$ cat src/rtl/or1200_ic_biu_burst_pkg.sv
// Shared codes and helpers for the OR1200 instruction-cache line-fill BIU.
package or1200_ic_biu_burst_pkg;

   typedef enum logic [1:0] {StIdle, StBus, StDone} biu_state_e;

   localparam logic [2:0] CtiClassic = 3'b000;
   localparam logic [2:0] CtiIncr    = 3'b010;
   localparam logic [2:0] CtiEob     = 3'b111;

   localparam logic [1:0] BteLinear  = 2'b00;
   localparam logic [1:0] BteWrap4   = 2'b01;

   // First byte-address bit above the word index inside a line.
   function automatic int unsigned line_offs(input int unsigned line_words);
      return $clog2(line_words) + 2;
   endfunction

endpackage

$ cat src/rtl/or1200_ic_biu_wrapcnt.sv
// Critical-word-first wrap index for a line fill, with a beat counter that flags
// the final beat of a full line.
module or1200_ic_biu_wrapcnt #(
   parameter int unsigned LINE_WORDS = 4,
   localparam int unsigned IW = $clog2(LINE_WORDS)
) (
   input  logic          clk_i,
   input  logic          rst_ni,
   input  logic          load_i,
   input  logic [IW-1:0] start_i,
   input  logic          adv_i,
   output logic [IW-1:0] idx_o,
   output logic          last_o
);

   logic [IW-1:0] idx_q, idx_d;
   logic [IW-1:0] cnt_q, cnt_d;

   always_comb begin
      idx_d = idx_q;
      cnt_d = cnt_q;
      if (load_i) begin
         idx_d = start_i;
         cnt_d = '0;
      end else if (adv_i) begin
         // LINE_WORDS is a power of two, so natural overflow is the wrap.
         idx_d = idx_q + IW'(1);
         cnt_d = cnt_q + IW'(1);
      end
   end

   always_ff @(posedge clk_i or negedge rst_ni) begin
      if (!rst_ni) begin
         idx_q <= '0;
         cnt_q <= '0;
      end else begin
         idx_q <= idx_d;
         cnt_q <= cnt_d;
      end
   end

   assign idx_o  = idx_q;
   assign last_o = (cnt_q == IW'(LINE_WORDS - 1));

endmodule

$ cat src/rtl/or1200_ic_biu_burst.sv
// Instruction-cache line-fill engine: single or wrap-4 Wishbone burst reads.
// Define OR1200_IC_BIU_TIMEOUT_EN to add a no-response watchdog of TIMEOUT cycles.
module or1200_ic_biu_burst
   import or1200_ic_biu_burst_pkg::*;
#(
   parameter int unsigned AW         = 32,
   parameter int unsigned DW         = 32,
   parameter int unsigned LINE_WORDS = 4,
   parameter int unsigned TIMEOUT    = 255
) (
   input  logic          clk,
   input  logic          rst,
   input  logic          biu_read,
   input  logic          burst,
   input  logic [AW-1:0] saved_addr,
   output logic          biudata_valid,
   output logic          biudata_error,
   output logic [DW-1:0] biudata_o,
   output logic          wb_cyc_o,
   output logic          wb_stb_o,
   output logic [AW-1:0] wb_adr_o,
   output logic [2:0]    wb_cti_o,
   output logic [1:0]    wb_bte_o,
   input  logic          wb_ack_i,
   input  logic          wb_err_i,
   input  logic [DW-1:0] wb_dat_i
);

   localparam int unsigned IW   = $clog2(LINE_WORDS);
   localparam int unsigned OFFS = line_offs(LINE_WORDS);

   biu_state_e       state_q, state_d;
   logic [AW-1:OFFS] line_q, line_d;
   logic             burst_q, burst_d;
   logic             valid_q, valid_d;
   logic             error_q, error_d;
   logic [DW-1:0]    dat_q, dat_d;

   logic [IW-1:0]    idx;
   logic             cnt_last;
   logic             load, adv;
   logic             in_bus, beat_last, tmo_hit, bus_err;
   logic             unused_addr_lsb;

   assign unused_addr_lsb = ^saved_addr[1:0];

   or1200_ic_biu_wrapcnt #(
      .LINE_WORDS (LINE_WORDS)
   ) u_wrapcnt (
      .clk_i   (clk),
      .rst_ni  (rst),
      .load_i  (load),
      .start_i (saved_addr[OFFS-1:2]),
      .adv_i   (adv),
      .idx_o   (idx),
      .last_o  (cnt_last)
   );

   assign in_bus    = (state_q == StBus);
   // A dropped biu_read turns the beat in flight into the last one.
   assign beat_last = !burst_q || cnt_last || !biu_read;
   assign bus_err   = wb_err_i || tmo_hit;

`ifdef OR1200_IC_BIU_TIMEOUT_EN
   localparam int unsigned TW = $clog2(TIMEOUT + 1);
   logic [TW-1:0] tmo_q, tmo_d;

   assign tmo_hit = in_bus && (tmo_q == TW'(TIMEOUT));

   always_comb begin
      tmo_d = '0;
      if (in_bus && !wb_ack_i && !wb_err_i && !tmo_hit) tmo_d = tmo_q + TW'(1);
   end

   always_ff @(posedge clk or negedge rst) begin
      if (!rst) tmo_q <= '0;
      else      tmo_q <= tmo_d;
   end
`else
   logic unused_timeout;
   assign unused_timeout = ^TIMEOUT;
   assign tmo_hit        = 1'b0;
`endif

   always_comb begin
      state_d = state_q;
      line_d  = line_q;
      burst_d = burst_q;
      dat_d   = dat_q;
      valid_d = 1'b0;
      error_d = 1'b0;
      load    = 1'b0;
      adv     = 1'b0;
      unique case (state_q)
         StIdle: begin
            if (biu_read) begin
               line_d  = saved_addr[AW-1:OFFS];
               burst_d = burst;
               load    = 1'b1;
               state_d = StBus;
            end
         end
         StBus: begin
            if (bus_err) begin
               error_d = 1'b1;
               state_d = StDone;
            end else if (wb_ack_i) begin
               valid_d = 1'b1;
               dat_d   = wb_dat_i;
               adv     = 1'b1;
               if (beat_last) state_d = StDone;
            end
         end
         StDone:  state_d = StIdle;
         default: state_d = StIdle;
      endcase
   end

   always_ff @(posedge clk or negedge rst) begin
      if (!rst) begin
         state_q <= StIdle;
         line_q  <= '0;
         burst_q <= 1'b0;
         valid_q <= 1'b0;
         error_q <= 1'b0;
         dat_q   <= '0;
      end else begin
         state_q <= state_d;
         line_q  <= line_d;
         burst_q <= burst_d;
         valid_q <= valid_d;
         error_q <= error_d;
         dat_q   <= dat_d;
      end
   end

   assign biudata_valid = valid_q;
   assign biudata_error = error_q;
   assign biudata_o     = dat_q;
   assign wb_cyc_o      = in_bus;
   assign wb_stb_o      = in_bus;
   assign wb_adr_o      = in_bus ? {line_q, idx, 2'b00} : '0;
   assign wb_cti_o      = (!in_bus || !burst_q) ? CtiClassic : (beat_last ? CtiEob : CtiIncr);
   assign wb_bte_o      = (in_bus && burst_q) ? BteWrap4 : BteLinear;

endmodule

$ cat config.mk
export PLATFORM = sky130hd
export DESIGN_NAME = or1200_ic_biu_burst
export DESIGN_NICKNAME = d
export VERILOG_FILES = /design/src/rtl/or1200_ic_biu_burst_pkg.sv /design/src/rtl/or1200_ic_biu_wrapcnt.sv /design/src/rtl/or1200_ic_biu_burst.sv
export SDC_FILE = /design/constraint.sdc
export NUM_CORES = 1
export LEC_CHECK = 0
export BUFFER_PORTS_ARGS = -buffer_cell sky130_fd_sc_hd__buf_2
export CAP_MARGIN = 10
export CORE_ASPECT_RATIO = 0.8
export CORE_MARGIN = 5
export CORE_UTILIZATION = 41
export CTS_BUF_LIST = sky130_fd_sc_hd__clkbuf_16
export DETAILED_ROUTE_END_ITERATION = 12
export PLACE_DENSITY = 0.79
export SYNTH_ARGS = -nofsm -noshare
export SYNTH_HDL_FRONTEND = slang
export SYNTH_SLANG_ARGS = --single-unit
$ cat constraint.sdc
create_clock -name clk -period 1.55 [get_ports clk]
set_clock_uncertainty 0.15 [all_clocks]
set_input_delay 0.155 -clock clk [delete_from_list [all_inputs] [get_ports clk]]
set_output_delay 0.155 -clock clk [all_outputs]
set_load 0.1 [all_outputs]
Yosys cells after proc, flatten, opt, wreduce, memory -nomap -nowiden
Index checks and enable logic that the tools add are counted.
- logic and storage cells: 48
- bits of input ports: 70
- bits in registers: 69
- bitwise operators: 1
- eq/ne operators: 5
- add/sub/neg operators: 2
- mux-type cells: 20
- reduce and logical (&&, ||, !) cells: 12
- operators by type and width (kind ; count):
    32-bit 2-to-1 mux ; 1
    2-bit 2-to-1 mux ; 8
    1-bit 2-to-1 mux ; 8
    3-bit 2-to-1 mux ; 2
    3-bit AND reduction ; 2
    2-bit by 1-bit adder with 2-bit output, second input constant ; 2
    2-bit case mux with 2 select lines ; 1
    1-bit zero test ; 3
    1-bit logical OR ; 3
    3-bit by 2-bit != test with 1-bit output, second input constant ; 1
    3-bit != test, second input constant ; 1
    2-bit by 1-bit equality test with 1-bit output, second input constant ; 1
    2-bit equality test, second input constant ; 1
    2-bit zero test ; 1
    2-bit != test, second input constant ; 1
    2-bit AND reduction ; 1
    2-bit nonzero test ; 1
    1-bit logical AND ; 1
    1-bit inverter ; 1

Logic depth before layout (Yosys ltp)
Gate-level depths: netlist of the first run.
- word-level depth: 7
- depth in mapped cells: 4
- gate-level depth less buffers: 4

Hierarchy
From an unflattened synthesis of the first run, not the netlist that was laid out.
- cells, all modules: 200
- area, all modules: 3012.9 um2
- modules (own cells, without submodules) (module ; area an instance (um2) ; cells each ; times used):
    or1200_ic_biu_burst ; 2826.5 ; 184 ; 1
    or1200_ic_biu_wrapcnt ; 186.4 ; 16 ; 1

Least setup slack after synthesis of the first run
OpenSTA, ideal clock, no wires.
- path kind: flip-flop to output port
- start: register state_q[1]
- end: output port wb_cti_o[2]
- data arrival time: 4.388 ns
- slack: -3.143 ns
- buffers on the path: 1
- required time: 1.245 ns
- cell stages (with the launch flop): 5
- cells stage by stage: dfrtp_1 > and2b_1 > and2_1 > a21boi_0 > buf_4
- word-level cells in the longest chain between the ends: 4
- RTL lines (item ; RTL line ; text):
    start, declared ; or1200_ic_biu_burst.sv:32 ; biu_state_e state_q, state_d;
    start signal, assigned ; or1200_ic_biu_burst.sv:121 ; state_q <= StIdle;
    start signal, assigned ; or1200_ic_biu_burst.sv:128 ; state_q <= state_d;
    2-bit by 1-bit equality test with 1-bit output ; or1200_ic_biu_burst.sv:59 ; assign in_bus = (state_q == StBus);
    1-bit zero test ; or1200_ic_biu_burst.sv:143 ; assign wb_cti_o = (!in_bus || !burst_q) ? CtiClassic : (beat_last ? CtiEob : CtiIncr);
    1-bit logical OR ; or1200_ic_biu_burst.sv:143 ;
    3-bit 2-to-1 mux ; or1200_ic_biu_burst.sv:143 ;
    end, declared ; or1200_ic_biu_burst.sv:22 ; output logic [2:0] wb_cti_o,
No other way between the ends.

Worst setup path in the final report of the first run
Same ends and word-level chain as after synthesis.

==> results of run 1 <==
how the worst min path moves through the flow:
stage	slack, ns	depth (start not counted)	startpoint	to
floorplan	-0.29	0	rst	biudata_error
global placement	0.05	2	rst	line_q[24]
detailed placement	0.06	2	rst	line_q[24]
CTS	0.13	4	biu_read	state_q[1]
global route	0.21	3	wb_err_i	biudata_valid
finish	0.20	4	biu_read	state_q[1]
kinds of logic (layout without fill, tap and decap cells):
logic type	after synthesis	count (layout)	synth area share
flops	69	69	0.585
mux	62	62	0.249
simple gates	40	40	0.0916
buf+inv	17	251	0.0458
compound gates	7	7	0.0191
fa+ha+maj	1	1	0.00424
other cells	1	3	0.00127
xor+xnor	1	1	0.00297
final cells by class:
type	count	area, sq um
sequential	69	1730
timing repair buffer	234	2310
clock inverter	7	56.3
fill	337	1120
tap	87	109
clock buffer	9	225
inverter	1	3.75
multi-input combinational	114	1410
synth_stat cells (2+ instances only):
master,instances,share of area
mux2_4,10,0.051
mux2_2,46,0.18
buf_4,8,0.020
buf_6,4,0.015
nor2b_1,2,0.0042
clkbuf_1,3,0.0038
dfrtp_1,69,0.59
mux2_1,6,0.023
and2_1,32,0.068
metrics by stage:
step	setup TNS [ns]	setup slack [ns]	hold slack (ns)	instance area, sq um	std cells
after floorplan	-4.12	-0.712	-0.291	3060	200
after global placement	-0.289	-0.0146	0.0518	4350	417
after detailed placement	-0.640	-0.0350	0.0578	4350	417
after CTS	-20.83	-0.316	0.128	5580	511
after global routing	-29.93	-0.381	0.213	5840	521
final	-26.06	-0.341	0.204	5840	521
flip-flops by register name, indices dropped and copies added (netlist names):
name / count
biudata_error: 1
biudata_o: 32
biudata_valid: 1
burst_q: 1
line_q: 28
state_q: 2
u_wrapcnt.cnt_q: 2
u_wrapcnt.idx_o: 2
layer usage:
layer,vias to the layer above,track usage,part of all wire
li1,1124,-,-
met1,1275,0.233,0.38
met2,103,0.343,0.54
met3,12,0.0767,0.063
met4,0,0.0476,0.010
met5,-,0,0
worst max-delay path, stage by stage, from the launching register on:
cell	delay, ns
dfrtp_1	0.38
and2b_4	0.28
and2_4	0.15
a21boi_4	0.25
buf_12	0.21
timing repair:
action | CTS | global route
gates cloned | 3 | 5
setup buffers | 9 | 10
hold buffers | 66 | 0
gates resized for setup | 35 | 57
hold endpoints to repair | 134 | 0
endpoints found under the setup margin | 62 | 101
pin swaps | 1 | 10
==> impl_metrics.yaml, run 1 <==
yosys:
  synthesis.area_sq_mm: 0.00295
  synth_warnings: 0
  yosys_register_bits: 69
  syn_avg_cell_area_sq_um: 14.9
  ys_types: 27
  synth_seq_area_share: 0.585
  synth_edf_count: 0
  async_flop_share: 1.00
  synth_ff_type: "dfrtp_1"
  netlist_instances: 198
place:
  place_congestion: 0.662
  port_buffers: 137
  hpwl_um: 4980
grt:
  overflow: 0
  grt_pass1_vias: 2696
  track_usage: 0.198
  grt_max_degree: 70
  grt_pass1_wl_um: 14100
  antenna_found_initial: 0
clock_tree:
  cts_sinks: 69
  clockBufferDepth: 2
  cts_buffers: 9
  htreeDepth: 3
  cts_tree: "yes"
  root_buffer: "clkbuf_16"
  clk_pin_slew_ns: 0.05
  clock_latency_ns: 0.32
worst_setup_path:
  cp.arrival_ns: 1.59
  reg2reg_depth: 5
  cp-startpoint: "state_q[1]"
  crit_path_start_kind: "flip-flop"
  r2r_start: "state_q[1]"
  crit_required_ns: 1.24
  end_kind: "primary output"
  r2r_slack_ns: -0.29
  r2r-end: "biudata_o[19]"
  critPathKind: "reg -> out"
  cp-endpoint: "wb_cti_o[2]"
  cp_max_fo: 4
route:
  wl_per_cell_um: 19.9
  vias_per_cell: 4.83
  wl_um: 10400
  drcViolationCount: 0
  first_iter_violations: 52
  ant_nets: 0
  dr.pass1.iters: 4
  vias: 2514
die:
  die_area_sq_mm: 0.00900
  io_pins: 143
  core_sq_mm: 0.00696
  start_util: 0.424
  dieWidth_um: 105
  die_h_um: 85.9
  fp-row-count: 27
layout:
  nets: 500
  final_util: 0.839
  final_common_cell: "buf_2"
  area_growth_pct: 98.0
  final_cell_mix: "buf_2, dfrtp_1, dlygate4sd3_1, mux2_4, buf_12"
  drive_above_1_share: 0.650
  diodes: 0
run:
  maxCapViolCount: 0
sta:
  rsz0062_at_grt: "true"
  fmax_mhz: 529
  period_minus_slack_ns: 1.89
  hold_violations: 0
  layout_setup_ws_ns: -0.341
  slew_viol_final: 0
  setup_violations: 101
  period_share: 1.22
min_path:
  hp-class: "in -> reg"
status:
  status: "finished with violations"
  violations: "negative setup slack"
Power of run 1 is left out: the tool's default activity adds up to more than one toggle a clock period on the data nets, which glitch-free logic cannot reach.
==> run 2: changes to the inputs <==
- CORE_UTILIZATION: 41 -> 42
- PLACE_DENSITY: 0.79 -> 0.8
- SKIP_CTS_REPAIR_TIMING: not set -> 1
- SYNTH_HIERARCHICAL: not set -> 1
==> run 2 against run 1 <==
The run ends with negative hold slack, negative setup slack left. Utilization is 0.13 points lower. Synthesized area rose by 2.2%. Maximum frequency rose by 2.0%. Register-to-register slack barely moved. Sequential share of layout area up 0.21 points. Non-clock buffer count is 3 higher. Routed wire length fell by 8.1%. Hold slack worse by 0.21 ns. Critical path type is now reg -> reg. Critical endpoint is now u_wrapcnt/idx_o[1]. Largest cell class unchanged.
==> impl_metrics.yaml, run 2 <==
worst_setup_path:
  end_kind: "flip-flop"
  r2r_start: "state_q[0]"
  cp_slowest_cell: "dfrtp_1"
  cp-startpoint: "state_q[0]"
  crit_required_ns: 1.60
  slowest_delay_ns: 0.39
  cp.arrival_ns: 1.91
  crit_path_start_kind: "flip-flop"
  critPathKind: "reg -> reg"
  r2r_slack_ns: -0.30
  cp_cell_sequence: "nor2b_4, buf_4, and3b_4, buf_4, buf_12, nor4bb_2, a221o_1"
  cp_max_fo: 7
  path_common_cell: "buf_4"
die:
  start_util: 0.435
  die_h_um: 85.8
  core_sq_mm: 0.00693
  die_area_sq_mm: 0.00898
  dieWidth_um: 105
  io_pins: 143
  fp-row-count: 27
place:
  place_congestion: 0.778
  port_buffers: 137
  hpwl_um: 5410
yosys:
  synth_edf_count: 0
  ys_types: 26
  async_flop_share: 1.00
  yosys.area.top_type: "dfrtp_1"
  yosys_register_bits: 69
  synth_seq_area_share: 0.573
  yosysMostFrequentCell: "dfrtp_1"
  synth_area_leaders: "dfrtp_1, mux2_4, mux2_2, and2_1, buf_4"
  netlist_top_cells_count: "dfrtp_1, and2_1, mux2_2"
  syn_avg_cell_area_sq_um: 15.1
  netlist_instances: 200
  synth_warnings: 6
  synth_ff_type: "dfrtp_1"
  synth_top_area_frac: 0.573
  synthesis.area_sq_mm: 0.00301
sta:
  worst_pin_slew_ns: 0.512
  slew_viol_final: 0
  layout_setup_ws_ns: -0.305
  slew_headroom: 0.661
  setup_violations: 100
  rsz0062_at_grt: "true"
  period_share: 1.20
  period_minus_slack_ns: 1.85
  fmax_mhz: 539
  holdWs_ns: -0.00225
  hold_violations: 1
layout:
  final_cell_mix: "buf_2, dfrtp_1, dlygate4sd3_1, mux2_4, buf_12"
  nets: 505
  n_fill_cell: 351
  largest_reg_flops: 32
  area_growth_pct: 92.6
  final_util: 0.838
  final_common_cell: "buf_2"
  drive_above_1_share: 0.649
  diodes: 0
grt:
  overflow: 0
  antenna_found_initial: 0
  track_usage: 0.163
  grt_pass1_vias: 2335
  grt_max_degree: 70
  grt_pass1_wl_um: 11600
clock_tree:
  clk_pin_slew_ns: 0.05
  htreeDepth: 3
  cts_buffers: 9
  cts_tree: "yes"
  clockBufferDepth: 2
  root_buffer: "clkbuf_16"
  clock_latency_ns: 0.32
  cts_sinks: 69
min_path:
  hp-class: "in -> reg"
  min_from: "wb_err_i"
status:
  violations: "negative hold slack, negative setup slack"
  status: "finished with violations"
route:
  wl_um: 9510
  ant_nets: 0
  vias: 2448
  wl_per_cell_um: 18.1
  vias_per_cell: 4.65
  drcViolationCount: 0
  dr.pass1.iters: 4
  first_iter_violations: 58
run:
  maxCapViolCount: 0
[run 2: cell types whose count changed after synthesis, moves of 2 or more]
cell    change
buf_8       +2
mux2_1      -4
buf_2       +3
mux2_4     +19
buf_6       -4
mux2_2     -16
[run 2: cell type report]
type	count	area [sq um]	area share
Timing Repair Buffer	237	2320	0.400
Sequential cell	69	1730	0.298
Multi-Input combinational cell	117	1360	0.234
Clock buffer	9	225	0.0388
Tap cell	87	109	0.0188
Clock inverter	7	58.8	0.0101
[run 2: cells by family (layout without fill, tap and decap cells)]
kind of cell               count (synthesis)  after routing  share of synthesized area
xor gates and xnor gates                   2              2                    0.00582
and+or+nand+nor                           44             44                     0.0947
muxes                                     62             62                      0.267
other                                      1              3                    0.00124
adders and majority gates                  1              1                    0.00415
DFF                                       69             69                      0.573
buffers and inverters                     16            253                     0.0411
AOI/OAI and AO/OA                          5              5                     0.0125
[run 2: critical path, delay by kind of cell (launching register included)]
kind | cells | cell delay, ns
AND/OR/NAND/NOR | 3 | 0.53
flip-flops | 1 | 0.39
buffers and inverters | 3 | 0.40
AO/OA/AOI/OAI | 1 | 0.26
[run 2: layer usage]
layer | vias to the layer above | GRT usage | part of all wire
li1 | 1135 | - | -
met1 | 1212 | 0.184 | 0.39
met3 | 16 | 0.0692 | 0.061
met5 | - | 0 | 0
met2 | 85 | 0.282 | 0.53
met4 | 0 | 0.0499 | 0.017
[run 2: final timing paths]
path / endpoint / depth (start not counted)
max: u_wrapcnt/idx_o[1] / 7
min: state_q[0] / 3
max reg2reg: u_wrapcnt/idx_o[1] / 7
min reg2reg: biudata_o[17] / 1
max in group asynchronous: state_q[1] / 3
min in group asynchronous: line_q[22] / 3
[run 2: per-stage QoR]
| stage | area, sq um | instances | setup TNS (ns) | setup slack, ns |
|---|---|---|---|---|
| 4_1_cts | 4740 | 438 | -13.28 | -0.323 |
| 5_1_grt | 5800 | 526 | -24.43 | -0.369 |
| 3_3_place_gp | 4450 | 422 | -0.923 | -0.0598 |
| 3_5_place_dp | 4450 | 422 | -2.03 | -0.0900 |
| 2_1_floorplan | 3130 | 202 | -3.34 | -0.572 |
| 6_report | 5800 | 526 | -18.91 | -0.305 |
Power of run 2 is left out for the same reason.
